[src/rtl/apb_master_bridge.sv]
// APB requester: one host command at a time, range check and wait-state timeout; response 3 cycles after accept (+1 per wait state, 1 for out-of-range).
// cmd_ready only in IDLE, so the host is held off while a transfer is in flight; rsp_valid cannot be backpressured.
module apb_master_bridge #(
    parameter int ADDRESS  = 8,
    parameter int DATA     = 8,
    parameter int LOCATION = 64,
    parameter int TIMEOUT  = 16
) (
    input  logic               PCLK,
    input  logic               PRESET,
    input  logic               cmd_valid,
    output logic               cmd_ready,
    input  logic               cmd_write,
    input  logic [ADDRESS-1:0] cmd_addr,
    input  logic [DATA-1:0]    cmd_wdata,
    output logic               rsp_valid,
    output logic [DATA-1:0]    rsp_rdata,
    output logic               rsp_err,
    output logic               PSEL1,
    output logic               PENABLE,
    output logic               PWRITE,
    output logic [ADDRESS-1:0] paddr,
    output logic [DATA-1:0]    pwdata,
    input  logic               PREADY,
    input  logic [DATA-1:0]    prdata
);

    localparam int CW = $clog2(TIMEOUT + 1);
    localparam logic [CW-1:0] TMO = CW'(TIMEOUT);

    typedef enum logic [1:0] {IDLE, SETUP, ACCESS} state_t;

    state_t        state;
    logic [CW-1:0] wait_cnt;
    logic          in_range;

    assign cmd_ready = (state == IDLE) && !PRESET;
    assign in_range  = 32'(cmd_addr) < 32'(LOCATION);

    always_ff @(posedge PCLK or posedge PRESET) begin
        if (PRESET) begin
            state     <= IDLE;
            wait_cnt  <= '0;
            PSEL1     <= 1'b0;
            PENABLE   <= 1'b0;
            PWRITE    <= 1'b0;
            paddr     <= '0;
            pwdata    <= '0;
            rsp_valid <= 1'b0;
            rsp_err   <= 1'b0;
            rsp_rdata <= '0;
        end else begin
            rsp_valid <= 1'b0;
            case (state)
                IDLE: begin
                    if (cmd_valid && cmd_ready) begin
                        if (in_range) begin
                            state   <= SETUP;
                            PSEL1   <= 1'b1;
                            PENABLE <= 1'b0;
                            paddr   <= cmd_addr;
                            PWRITE  <= cmd_write;
                            pwdata  <= cmd_write ? cmd_wdata : '0;
                        end else begin
                            // rejected without touching the bus; APB outputs keep their last values
                            rsp_valid <= 1'b1;
                            rsp_err   <= 1'b1;
                            rsp_rdata <= '0;
                        end
                    end
                end
                SETUP: begin
                    state    <= ACCESS;
                    PENABLE  <= 1'b1;
                    wait_cnt <= '0;
                end
                ACCESS: begin
                    if (PREADY) begin
                        state     <= IDLE;
                        PSEL1     <= 1'b0;
                        PENABLE   <= 1'b0;
                        rsp_valid <= 1'b1;
                        rsp_err   <= 1'b0;
                        rsp_rdata <= PWRITE ? '0 : prdata;
                    end else if (wait_cnt == TMO) begin
                        state     <= IDLE;
                        PSEL1     <= 1'b0;
                        PENABLE   <= 1'b0;
                        rsp_valid <= 1'b1;
                        rsp_err   <= 1'b1;
                        rsp_rdata <= '0;
                    end else begin
                        wait_cnt <= wait_cnt + 1'b1;
                    end
                end
                default: state <= IDLE;
            endcase
        end
    end

endmodule

[config.mk]
export PLATFORM = sky130hd
export DESIGN_NAME = apb_master_bridge
export DESIGN_NICKNAME = d
export VERILOG_FILES = /design/src/rtl/apb_master_bridge.sv
export SDC_FILE = /design/constraint.sdc
export NUM_CORES = 1
export LEC_CHECK = 0
export CAP_MARGIN = 10
export CORE_MARGIN = 5
export CORE_UTILIZATION = 35
export CTS_CLUSTER_DIAMETER = 30
export CTS_CLUSTER_SIZE = 10
export DETAILED_ROUTE_END_ITERATION = 8
export MAX_ROUTING_LAYER = met4
export PLACE_DENSITY = 0.68
export SYNTH_ARGS = -nofsm -noshare
export SYNTH_HDL_FRONTEND = slang
export SYNTH_SLANG_ARGS = --single-unit
[constraint.sdc]
create_clock -name PCLK -period 2.02 [get_ports PCLK]
set_input_delay 0.303 -clock PCLK [delete_from_list [all_inputs] [get_ports PCLK]]
set_output_delay 0.303 -clock PCLK [all_outputs]
set_load 0.02 [all_outputs]
Word level (Yosys, flattened, before mapping)

Index checks and enable logic that the tools add are counted.

$add $sub $neg: 1
$lt $le $gt $ge: 1
Eq/ne operators: 9
Multiplexer cells: 33
Reductions and logical operators: 13

Operators by type and width:

| cell                  | number |
|---|---|
| $mux W8               | 6 |
| $pmux W8 S2           | 1 |
| $mux W1               | 14 |
| $reduce_and A4 Y1     | 3 |
| $mux W5               | 2 |
| $pmux W5 S2           | 1 |
| $reduce_and A3 Y1     | 3 |
| $lt A8 B7 Y1 const B  | 1 |
| $mux W2               | 4 |
| $ne A2 B2 Y1 const B  | 4 |
| $pmux W1 S2           | 3 |
| $pmux W2 S3           | 1 |
| $add A5 B1 Y5 const B | 1 |
| $eq A5 B5 Y1 const B  | 1 |
| $reduce_bool A2 Y1    | 2 |
| $ne A3 B3 Y1 const B  | 1 |
| $pmux W1 S3           | 1 |
| $reduce_bool A3 Y1    | 1 |
| $eq A2 B1 Y1 const B  | 1 |
| $eq A2 B2 Y1 const B  | 1 |
| $logic_and A1 B1 Y1   | 2 |
| $logic_not A2 Y1      | 1 |
| $ne A2 B1 Y1 const B  | 1 |
| $logic_not A1 Y1      | 1 |

Bits in registers: 36
Input bits: 29
Output and inout port bits: 30
Logic and storage cells: 67

Logic depth before layout (Yosys ltp)

Depth in word-level cells: 5
Gate-level depth with buffers: 6
Gate-level depth less buffers: 6

Worst setup path before layout

OpenSTA, ideal clock, no wires.

Path kind: reg2out
Start: register state[1]
End: output port cmd_ready
Arrival: 1.233 ns
Required time: 1.717 ns
Path slack: 0.484 ns
Stages on the path, launching flop included: 4
Path buffers: 2
Cell sequence: dfrtp_1 buf_6 buf_1 nor3_1

Word-level cells in the longest chain between the ends: 2

RTL lines:

| element                | line | source |
|---|---|---|
| start, declared        | 33   | `state_t state;` |
| start signal, assigned | 42   | `state <= IDLE;` |
| start signal, assigned | 58   | `state <= SETUP;` |
| start signal, assigned | 73   | `state <= ACCESS;` |
| $logic_not A2 Y1       | 37   | `assign cmd_ready = (state == IDLE) && !PRESET;` |
| $logic_and A1 B1 Y1    | 37   |  |
| end, declared          | 12   | `output logic cmd_ready,` |

Every way passes these cells.

Worst setup path after layout

Start: register state[0]
End: output port cmd_ready

Same word-level chain as after synthesis.

==> summary.md <==
| Metric | Value |
|---|---|
| FF-to-FF setup slack | 360 ps |
| Post-synth EDFFs | 0 |
| Slew headroom | 69.4% |
| Critical path depth in cells | 2 |
| Io pins | 59 |
| Synthesized Nets | between 150 and 200 |
| Reg power frac | 42.7% |
| Final Cycle Share | roughly 96% |
| CTS tree | built |
| Worst-Margin Slew | 460 ps |
| Switch share | a little under a third |
| CTS Buf Count | 5 |
| Crit start category | flip-flop |
| Drt total wl | roughly 3700 um |
| GRT overflow | 0 |
| Final setup TNS | 0 ps |
| Post-layout utilization of the core | between 50% and 60% |
| GP Congestion | roughly 0.80 |
| CTS Hold Bufs | 0 |
| Via-to-Cell Ratio | just under 5 |
| Clock transition at path regs | 80 ps |
| Mean post-synth cell area | between 10 and 15 um^2 |
| P per Cell Area | 928 nW/um^2 |
| Worst R2R Start | wait_cnt[0]$_DFFE_PP0P_ |
| Layout Cells excl Fill | between 200 and 300 |
| Drt wl/cell | approximately 14 um |
| Combinational power share | a little under 30% |
| Most common cell in the netlist | dfrtp_1 |
| Top cells by count, synth | dfrtp_1, nand2_1, o21ai_0 |
| Critical path class | reg2out |
| Critical-path top delay cell | clkdlybuf4s50_1 |
| Post_cts resized | 0 |
| Worst hold slack | just under 500 ps |
| Worst clock skew | around 8 ps |
| Int Pwr | 1.56 mW |
| Clock power share | approximately 28% |
| CTS root buf | clkbuf_8 |
| Hold depth | 1 |
| Sequential share of the synthesized area | a little over half |
| Pre-Repair DR Iteration Count | 4 |
| H-tree levels | 2 |
| Switching pwr | 0.677 mW |
| Post-CTS setup buffers | 0 |
| Clock period minus worst slack | 1940 ps |
| Synth Register Bits | 36 |
| First-pass GRT wire length | between 6000 and 7000 um |
| Vias in the first global route | 1286 |
| Synth-to-layout area growth | 44.5% |
| Cell family with most CP delay | buffers and inverters |
| # DRC | 0 |
| Initial antenna violation count | 0 |
| Worst hold path class | reg2reg |
| Longest Clk Path Bufs | 2 |
| Yosys top cell by area | dfrtp_1 |
| Leakage power | ~1.0 nW |
| Gr usage total | between 10% and 20% |
| Largest cells by area after synthesis | dfrtp_1, nand2_1, a22o_1 |
| Synthesized area | approximately 1700 um^2 |
| Top cell type's share of synthesized area | a little over half |
| DP Wirelength | about 2700 um |
| Total core area | about 4700 um^2 |
| Yosys cell types | 39 |
| Cells along the critical path | nor3_1, clkdlybuf4s50_1 |
| Layout cells sized above 1 | between 10% and 20% |
| Detailed-route via count | approximately 1200 |
| Synth Flop Type | dfrtp_1 |
| Cells after synthesis | 140 |
| Crit path buffers/inverters | 1 |
| Final hold viol count | 0 |
| Placed Cells | 250 |
| Post-DRT Antenna Nets | 0 |
| Die span in y | approximately 79 um |
| Worst VDD drop | slightly above 0.0005 V |
| Post-route cell area | around 2400 um^2 |
| Outcome | complete, no violations |
| Max Slew Vio Count | 0 |
| Die width | around 79 um |
| Worst-skew pair later-pin latency | ~280 ps |
| Number of port buffers | between 50 and 60 |
| Initial Util | 35.6% |
| Largest net degree at the start of global routing | 37 |
| DIE AREA | around 6300 um^2 |
| DRT iter0 DRCs | 66 |
| Crit path capture type | output pin |
| Largest fanout on the critical path | 9 |
| Critical Path Max Stage Delay | approximately 640 ps |
| Placed inst area | 2300 um^2 |
| Max Clock Freq | between 0.5 and 0.6 GHz |
| Async set-or-reset flop fraction in the synthesized netlist | 100% |
| Worst Hold End | paddr[6]$_DFFE_PP0P_ |
| Reg-to-reg endpoint | rsp_rdata[4]$_DFFE_PP0P_ |
| # setup viols final | 0 |
| Final nets | approximately 230 |
| Syn. warnings | 0 |
| Clock Sinks | 36 |
| R2r worst-path depth | 6 |
| RSZ-0062 raised after global routing | false |
| Critical path required time | approximately 1700 ps |
| Antenna diode count | 0 |
| FP Rows | 25 |
| Hold Startpoint | paddr[6]$_DFFE_PP0P_ |
| Max-Cap Viols | 0 |
| CP arrival | 1640 ps |
==> power groups by stage <==
stage | logic, mW | clock network, mW | registers, mW
after floorplan | 0.242 | 0 | 1.07
after global placement | 0.652 | 0 | 0.963
after detailed placement | 0.662 | 0 | 0.964
after CTS | 0.663 | 0.647 | 0.955
after global routing | 0.702 | 0.687 | 0.973
final | 0.654 | 0.630 | 0.955
==> worst reg2reg max path, delay by kind of cell (launching register included) <==
| family | cells | cell delay, ps |
|---|---|---|
| AOI/OAI and AO/OA | 2 | 480 |
| DFF | 1 | 440 |
| adders and majority gates | 1 | 200 |
| buffers and inverters | 1 | 70 |
| and+or+nand+nor | 2 | 420 |
==> kinds of logic after synthesis <==
logic type | share of synthesized area [%]
buffers and inverters | 4.57
AOI/OAI and AO/OA | 15.8
and+or+nand+nor | 18.1
DFF | 53.9
adders and majority gates | 1.50
muxes | 6.14
==> routing by layer <==
layer / part of all wire [%] / track usage, % / vias to the layer above
li1: - / - / 618
met1: 47 / 16.5 / 589
met3: 6.6 / 4.88 / 2
met4: 0.44 / 2.58 / 0
met2: 46 / 19.3 / 38
met5: 0 / - / -
==> worst max path at each step <==
stage	endpoint	startpoint
4_1_cts	cmd_ready	state[0]$_DFFE_PP0P_
3_5_place_dp	paddr[0]$_DFFE_PP0P_	cmd_valid
3_3_place_gp	paddr[0]$_DFFE_PP0P_	cmd_valid
5_1_grt	cmd_ready	state[0]$_DFFE_PP0P_
2_1_floorplan	cmd_ready	state[1]$_DFFE_PP0P_
6_report	cmd_ready	state[0]$_DFFE_PP0P_
==> registers in the layout, indices dropped and copies added, names as in the netlist, 2 cells and up <==
register / count
rsp_rdata: 8
state: 2
pwdata: 8
paddr: 8
wait_cnt: 5
==> per-stage QoR <==
stage / worst slack (ps) / total power, mW
floorplan: 484 / 1.31
global placement: 200 / 1.61
detailed placement: 169 / 1.63
CTS: 72.1 / 2.27
global route: 31.3 / 2.36
finish: 81.8 / 2.24
==> layout by cell type, fill, tap and decap left out, types with 3 or more instances in the layout <==
cell type         n
o21ai_0          13
a22o_1            8
nand2_1          22
inv_1             5
nand2b_1          3
dfrtp_1          36
mux2_2            6
buf_4             4
clkbuf_8          5
nor2_1            4
clkdlybuf4s50_1  58
==> layout make-up <==
| cell class | count | area (um^2) |
|---|---|---|
| clock buffers | 5 | 68.8 |
| well taps | 54 | 67.6 |
| flip-flops and latches | 36 | 901 |
| inverters | 6 | 30.0 |
| multi-input cells | 92 | 693 |
| clock inverters | 3 | 42.5 |
| fillers | 433 | 2280 |
| repair buffers | 62 | 611 |
Note: power is estimated with default switching activity, not from simulation.
